===== src/rtl/kronos_tohost_monitor.sv =====
// kronos_tohost_monitor: passive end-of-test monitor snooping core 0's data bus.
//
// Watches for the compliance "tohost" store and decodes its value:
//   1 = pass, odd != 1 = fail (code = value >> 1), even = ignored.
// Also counts cycles and instruction fetches while the test runs and fires a
// watchdog after TIMEOUT_CYCLES cycles (0 disables it). Results are sticky
// until reset so the harness can sample them and stop at its leisure.
//
// Optional build macro: KRONOS_TOHOST_SIG_CRC_EN
//   When defined, full-word stores into [SIG_BEGIN, SIG_END) are folded into a
//   reflected CRC-32 reported on sig_crc_o. When undefined, sig_crc_o is 0.
//
// Ports:
//   clk_i           core clock
//   rstz_i          synchronous active-low reset
//   data_addr_i     snooped data address
//   data_wr_data_i  snooped write data
//   data_mask_i     snooped byte mask
//   data_wr_en_i    snooped write enable
//   data_req_i      snooped request
//   data_ack_i      snooped acknowledge
//   instr_ack_i     snooped instruction fetch acknowledge
//   done_o          test finished (pass, fail or timeout), sticky
//   pass_o          test passed, sticky
//   timeout_o       watchdog fired, sticky
//   fail_code_o     failing test number
//   cycle_count_o   cycles spent in RUN (saturating)
//   fetch_count_o   instruction acks seen in RUN (saturating)
//   sig_crc_o       signature CRC-32 (optional feature, else 0)

module kronos_tohost_monitor #(
  parameter logic [31:0] TOHOST_ADDR    = 32'h0000_1000,
  parameter logic [31:0] TIMEOUT_CYCLES = 32'd1_000_000,
  parameter logic [31:0] SIG_BEGIN      = 32'h0000_1100,
  parameter logic [31:0] SIG_END        = 32'h0000_1200
) (
  input  logic        clk_i,
  input  logic        rstz_i,
  input  logic [31:0] data_addr_i,
  input  logic [31:0] data_wr_data_i,
  input  logic [3:0]  data_mask_i,
  input  logic        data_wr_en_i,
  input  logic        data_req_i,
  input  logic        data_ack_i,
  input  logic        instr_ack_i,
  output logic        done_o,
  output logic        pass_o,
  output logic        timeout_o,
  output logic [30:0] fail_code_o,
  output logic [31:0] cycle_count_o,
  output logic [31:0] fetch_count_o,
  output logic [31:0] sig_crc_o
);

  localparam bit          WdEn   = (TIMEOUT_CYCLES != 32'd0);
  localparam logic [31:0] WdLast = TIMEOUT_CYCLES - 32'd1;

  typedef enum logic [1:0] {StRun, StPass, StFail, StTimeout} state_e;

  state_e      state_q, state_d;
  logic [30:0] fail_code_q, fail_code_d;
  logic [31:0] cycle_q, cycle_d;
  logic [31:0] fetch_q, fetch_d;

  logic wr_ev;
  logic tohost_ev;
  logic in_run;

  assign wr_ev     = data_req_i & data_wr_en_i & data_ack_i;
  assign tohost_ev = wr_ev && (data_addr_i == TOHOST_ADDR) && (data_mask_i == 4'hF);
  assign in_run    = (state_q == StRun);

  always_comb begin
    state_d     = state_q;
    fail_code_d = fail_code_q;
    cycle_d     = cycle_q;
    fetch_d     = fetch_q;
    if (in_run) begin
      // The terminating cycle is still counted, so counters advance first.
      if (cycle_q != 32'hFFFF_FFFF) cycle_d = cycle_q + 32'd1;
      if (instr_ack_i && (fetch_q != 32'hFFFF_FFFF)) fetch_d = fetch_q + 32'd1;
      // Tohost has priority over a watchdog expiring in the same cycle.
      if (tohost_ev && data_wr_data_i[0]) begin
        if (data_wr_data_i == 32'd1) begin
          state_d = StPass;
        end else begin
          state_d     = StFail;
          fail_code_d = data_wr_data_i[31:1];
        end
      end else if (WdEn && (cycle_q == WdLast)) begin
        state_d = StTimeout;
      end
    end
  end

  always_ff @(posedge clk_i) begin
    if (!rstz_i) begin
      state_q     <= StRun;
      fail_code_q <= '0;
      cycle_q     <= '0;
      fetch_q     <= '0;
    end else begin
      state_q     <= state_d;
      fail_code_q <= fail_code_d;
      cycle_q     <= cycle_d;
      fetch_q     <= fetch_d;
    end
  end

  assign done_o        = (state_q != StRun);
  assign pass_o        = (state_q == StPass);
  assign timeout_o     = (state_q == StTimeout);
  assign fail_code_o   = fail_code_q;
  assign cycle_count_o = cycle_q;
  assign fetch_count_o = fetch_q;

`ifdef KRONOS_TOHOST_SIG_CRC_EN
  // Reflected CRC-32 over one word: bytes LSB first, bits LSB first within each
  // byte, which is simply bit 0 through bit 31 of the word.
  function automatic logic [31:0] crc32_word(input logic [31:0] crc_in,
                                             input logic [31:0] data);
    logic [31:0] c;
    c = crc_in;
    for (int i = 0; i < 32; i++) begin
      if (c[0] ^ data[i]) c = (c >> 1) ^ 32'hEDB8_8320;
      else                c = c >> 1;
    end
    return c;
  endfunction

  logic [31:0] crc_q, crc_d;
  logic        sig_ev;

  assign sig_ev = in_run && wr_ev && (data_mask_i == 4'hF) &&
                  (data_addr_i >= SIG_BEGIN) && (data_addr_i < SIG_END);

  always_comb begin
    crc_d = crc_q;
    if (sig_ev) crc_d = crc32_word(crc_q, data_wr_data_i);
  end

  always_ff @(posedge clk_i) begin
    if (!rstz_i) crc_q <= 32'hFFFF_FFFF;
    else         crc_q <= crc_d;
  end

  assign sig_crc_o = crc_q ^ 32'hFFFF_FFFF;
`else
  // Region bounds only matter when the CRC is built.
  logic unused_sig_range;
  assign unused_sig_range = ^{SIG_BEGIN, SIG_END};
  assign sig_crc_o        = 32'h0;
`endif

endmodule


===== config.mk =====
export PLATFORM = sky130hd
export DESIGN_NAME = kronos_tohost_monitor
export DESIGN_NICKNAME = d
export VERILOG_FILES = /design/src/rtl/kronos_tohost_monitor.sv
export SDC_FILE = /design/constraint.sdc
export NUM_CORES = 1
export LEC_CHECK = 0
export BUFFER_PORTS_ARGS = -buffer_cell sky130_fd_sc_hd__buf_2
export CAP_MARGIN = 20
export CORE_UTILIZATION = 44
export DETAILED_ROUTE_END_ITERATION = 16
export GPL_ROUTABILITY_DRIVEN = 0
export GPL_TIMING_DRIVEN = 0
export HOLD_SLACK_MARGIN = 0.06
export PLACE_DENSITY = 0.76
export SLEW_MARGIN = 20
export SYNTH_ARGS = -nofsm -noshare
export SYNTH_HDL_FRONTEND = slang
export SYNTH_SLANG_ARGS = --single-unit
export TNS_END_PERCENT = 1

===== constraint.sdc =====
create_clock -name clk_i -period 2.9 [get_ports clk_i]
set_input_delay 0.145 -clock clk_i [delete_from_list [all_inputs] [get_ports clk_i]]
set_output_delay 0.145 -clock clk_i [all_outputs]
set_load 0.02 [all_outputs]

==> impl_metrics.tcl <==
set metrics [dict create \
    status "finished, violations left" \
    failed_checks "design-rule violations" \
    synthFlopType "dfxtp_1" \
    postSynthCellCount 610 \
    grt_pass1_vias 4676 \
    routed_wl_mm 14.16 \
    synth.distinct_cells 49 \
    p_comb_frac 0.080 \
    holdCritStartpoint "data_wr_data_i[7]" \
    core-area_sq_mm 0.01137 \
    synth.avg_cell_area_sq_um 8.412 \
    ctsResizeCount 0 \
    path_clk_slew_ns 0.07 \
    areaGrowthSynthToFinish_pct 31.46 \
    antennaDiodeCount 0 \
    power_switching_uw 668.0 \
    r2r-end "fetch_count_o[9]" \
    yosysMostFrequentCell "nand2_1" \
    cts_made_buffers 9 \
    fp.dieW_um 110.0 \
    grt_pass1_wl_mm 22.76 \
    async_flop_share 0 \
    start_util 0.4513 \
    setup_viol_count_final 0 \
    fin_area_sq_mm 0.006745 \
    synthTopCellsByCount "nand2_1, dfxtp_1, mux2i_1" \
    cts.path.max_buffers 2 \
    grt_max_degree 17 \
    ys_top_cells_by_area "dfxtp_1, nand2_1, mux2i_1" \
    rr_startpoint "fetch_count_o[24]" \
    cts_tree "built" \
    post_drt_wl_per_cell_um 14.41 \
    clockPowerShare 0.464 \
    crit_type "flop to flop" \
    grt_usage 0.2388 \
    dp.cells 955 \
    post_cts_buffers 0 \
    max_freq_mhz 411.4 \
    whs_ns 0.06520 \
    overflow 0 \
    slew_headroom 0.4763 \
    htreeDepth 3 \
    period_needed_ns 2.431 \
    hold_violations 0 \
    drt-initial-drc-count 313 \
    p_per_area_mw_per_mm2 437.7 \
    dp_hpwl_mm 10.51 \
    rows 39 \
    rr_worst_depth 8 \
    drv_slew 0 \
    maxCapViolCount 0 \
    portBuffers 171 \
    critPathRequiredTime_ns 3.17 \
    fp.dieH_um 110.0 \
    hold_depth 3 \
    ant_nets 0 \
    place_area_sq_mm 0.006282 \
    drive_above_1_share 0.2905 \
    vdd_drop_max_mv 0.3008 \
    stdcell_count 983 \
    drc 2 \
    synth_area_sq_mm 0.005131 \
    p_seq_frac 0.456 \
    p_sw_frac 0.2263 \
    vias 5232 \
    cp-start-kind "flop" \
    yosysTopAreaCell "dfxtp_1" \
    dr.pass1.iters 11 \
    die_area_sq_mm 0.01210 \
    ff2ff_setup_slack_ns 0.47 \
    nFillCells 1071 \
    synth_edf_count 0 \
    synth_top_cell_area_share 0.3784 \
    setup_tns_ns 0 \
    worstMarginPinSlew_ns 0.7783 \
    p_leak_uw 0.002849 \
    fin_nets 911 \
    clock_tree.root_cell "clkbuf_16" \
    critPathMaxFanout 10 \
    clock_latency_ns 0.34 \
    rsz0062_at_grt "false" \
    intPower_uw 2284 \
    clkSinkCount 97 \
    total_power_uw 2952 \
    synth.ff_latch_count 97 \
    clock_skew_ns 0.008692 \
    finalCritPeriodShare 0.8381 \
    vias_per_cell 5.322 \
    hold_path.class "input port to flop" \
    io_pins 204 \
    hold_path_end "fail_code_o[6]" \
    antenna_found_initial 0 \
    synth_warnings 0 \
    critPathCaptureType "flop" \
    hold_buffers 12 \
    arrival_ns 2.70 \
    synth-seq-area-share 0.3784 \
]
==> metal layers <==
metal	routed length, um	GRT usage
met4	142	0.05429
met3	1137	0.06820
met5	0	0
met1	6376	0.3136
met2	6507	0.3871
==> state kept, by name, indices dropped and copies added (netlist names) <==
signal and count:
fail_code_o 31, fetch_count_o 32, cycle_count_o 32, state_q 2
==> worst max-delay path by stage <==
stage	slack, ns	end	start
global route	0.23	fetch_count_o[3]	fetch_count_o[24]
floorplan	0.76	fetch_count_o[31]	fetch_count_o[14]
finish	0.47	fetch_count_o[9]	fetch_count_o[24]
detailed placement	0.52	fetch_count_o[7]	fetch_count_o[24]
CTS	0.48	fetch_count_o[9]	fetch_count_o[24]
global placement	0.51	fetch_count_o[5]	fetch_count_o[24]
==> cells by family (layout without fill, tap and decap cells) <==
group,count (synthesis),count (layout),synth area share
xor gates and xnor gates,21,21,0.03584
muxes,39,39,0.07608
other,1,32,0.0007308
AOI/OAI and AO/OA,79,79,0.1019
DFF,97,97,0.3784
buffers and inverters,73,272,0.08608
adders and majority gates,2,2,0.004876
and+or+nand+nor,298,298,0.3160
==> cell type report <==
type | instances | area, sq um | share of cell area
Buffer | 63 | 404.1 | 0.05991
Clock buffer | 9 | 225.2 | 0.03339
Clock inverter | 7 | 117.6 | 0.01744
Inverter | 10 | 37.54 | 0.005565
Multi-Input combinational cell | 471 | 2864 | 0.4246
Sequential cell | 97 | 1942 | 0.2879
Tap cell | 143 | 178.9 | 0.02653
Timing Repair Buffer | 183 | 975.9 | 0.1447
==> cell usage in the layout, fill, tap and decap left out, drive strengths merged, types with 3 or more instances in the layout <==
cell	instances
a211oi	4
a21oi	23
a311oi	4
a31oi	4
and2	4
and3	6
and4	8
buf	214
bufinv	3
clkbuf	29
clkinv	3
conb	32
dfxtp	97
dlygate4sd3	12
inv	11
mux2i	39
nand2	106
nand2b	6
nand3	20
nand4	32
nor2	32
nor3	6
nor4	27
nor4b	5
o2111ai	3
o211ai	10
o21ai	19
o31ai	7
or3	19
or4	19
xnor2	16
xor2	5
==> critical path: stages, from the launching register on <==
cell and delay, ns:
dfxtp_1 0.44, nand4_1 0.22, nor2_2 0.52, and4_1 0.29, buf_2 0.17, buf_2 0.23, buf_2 0.24, o21ai_0 0.12
a21oi_1 0.13
==> power by group through the flow <==
stage | Clock, uW | Combinational, uW | Sequential, uW
2_1_floorplan | 0 | 130 | 1380
3_3_place_gp | 0 | 221 | 1380
3_5_place_dp | 0 | 222 | 1380
4_1_cts | 1390 | 235 | 1350
5_1_grt | 1460 | 261 | 1350
6_report | 1370 | 236 | 1350
==> through the flow <==
stage / setup WS [ns] / utilization
2_1_floorplan: 0.7608 / -
3_3_place_gp: 0.5122 / 0.5525
3_5_place_dp: 0.5233 / 0.5525
4_1_cts: 0.4759 / 0.5933
5_1_grt: 0.2337 / 0.5933
6_report: 0.4695 / 0.5933
No activity file was read; power rests on OpenSTA's default activity.
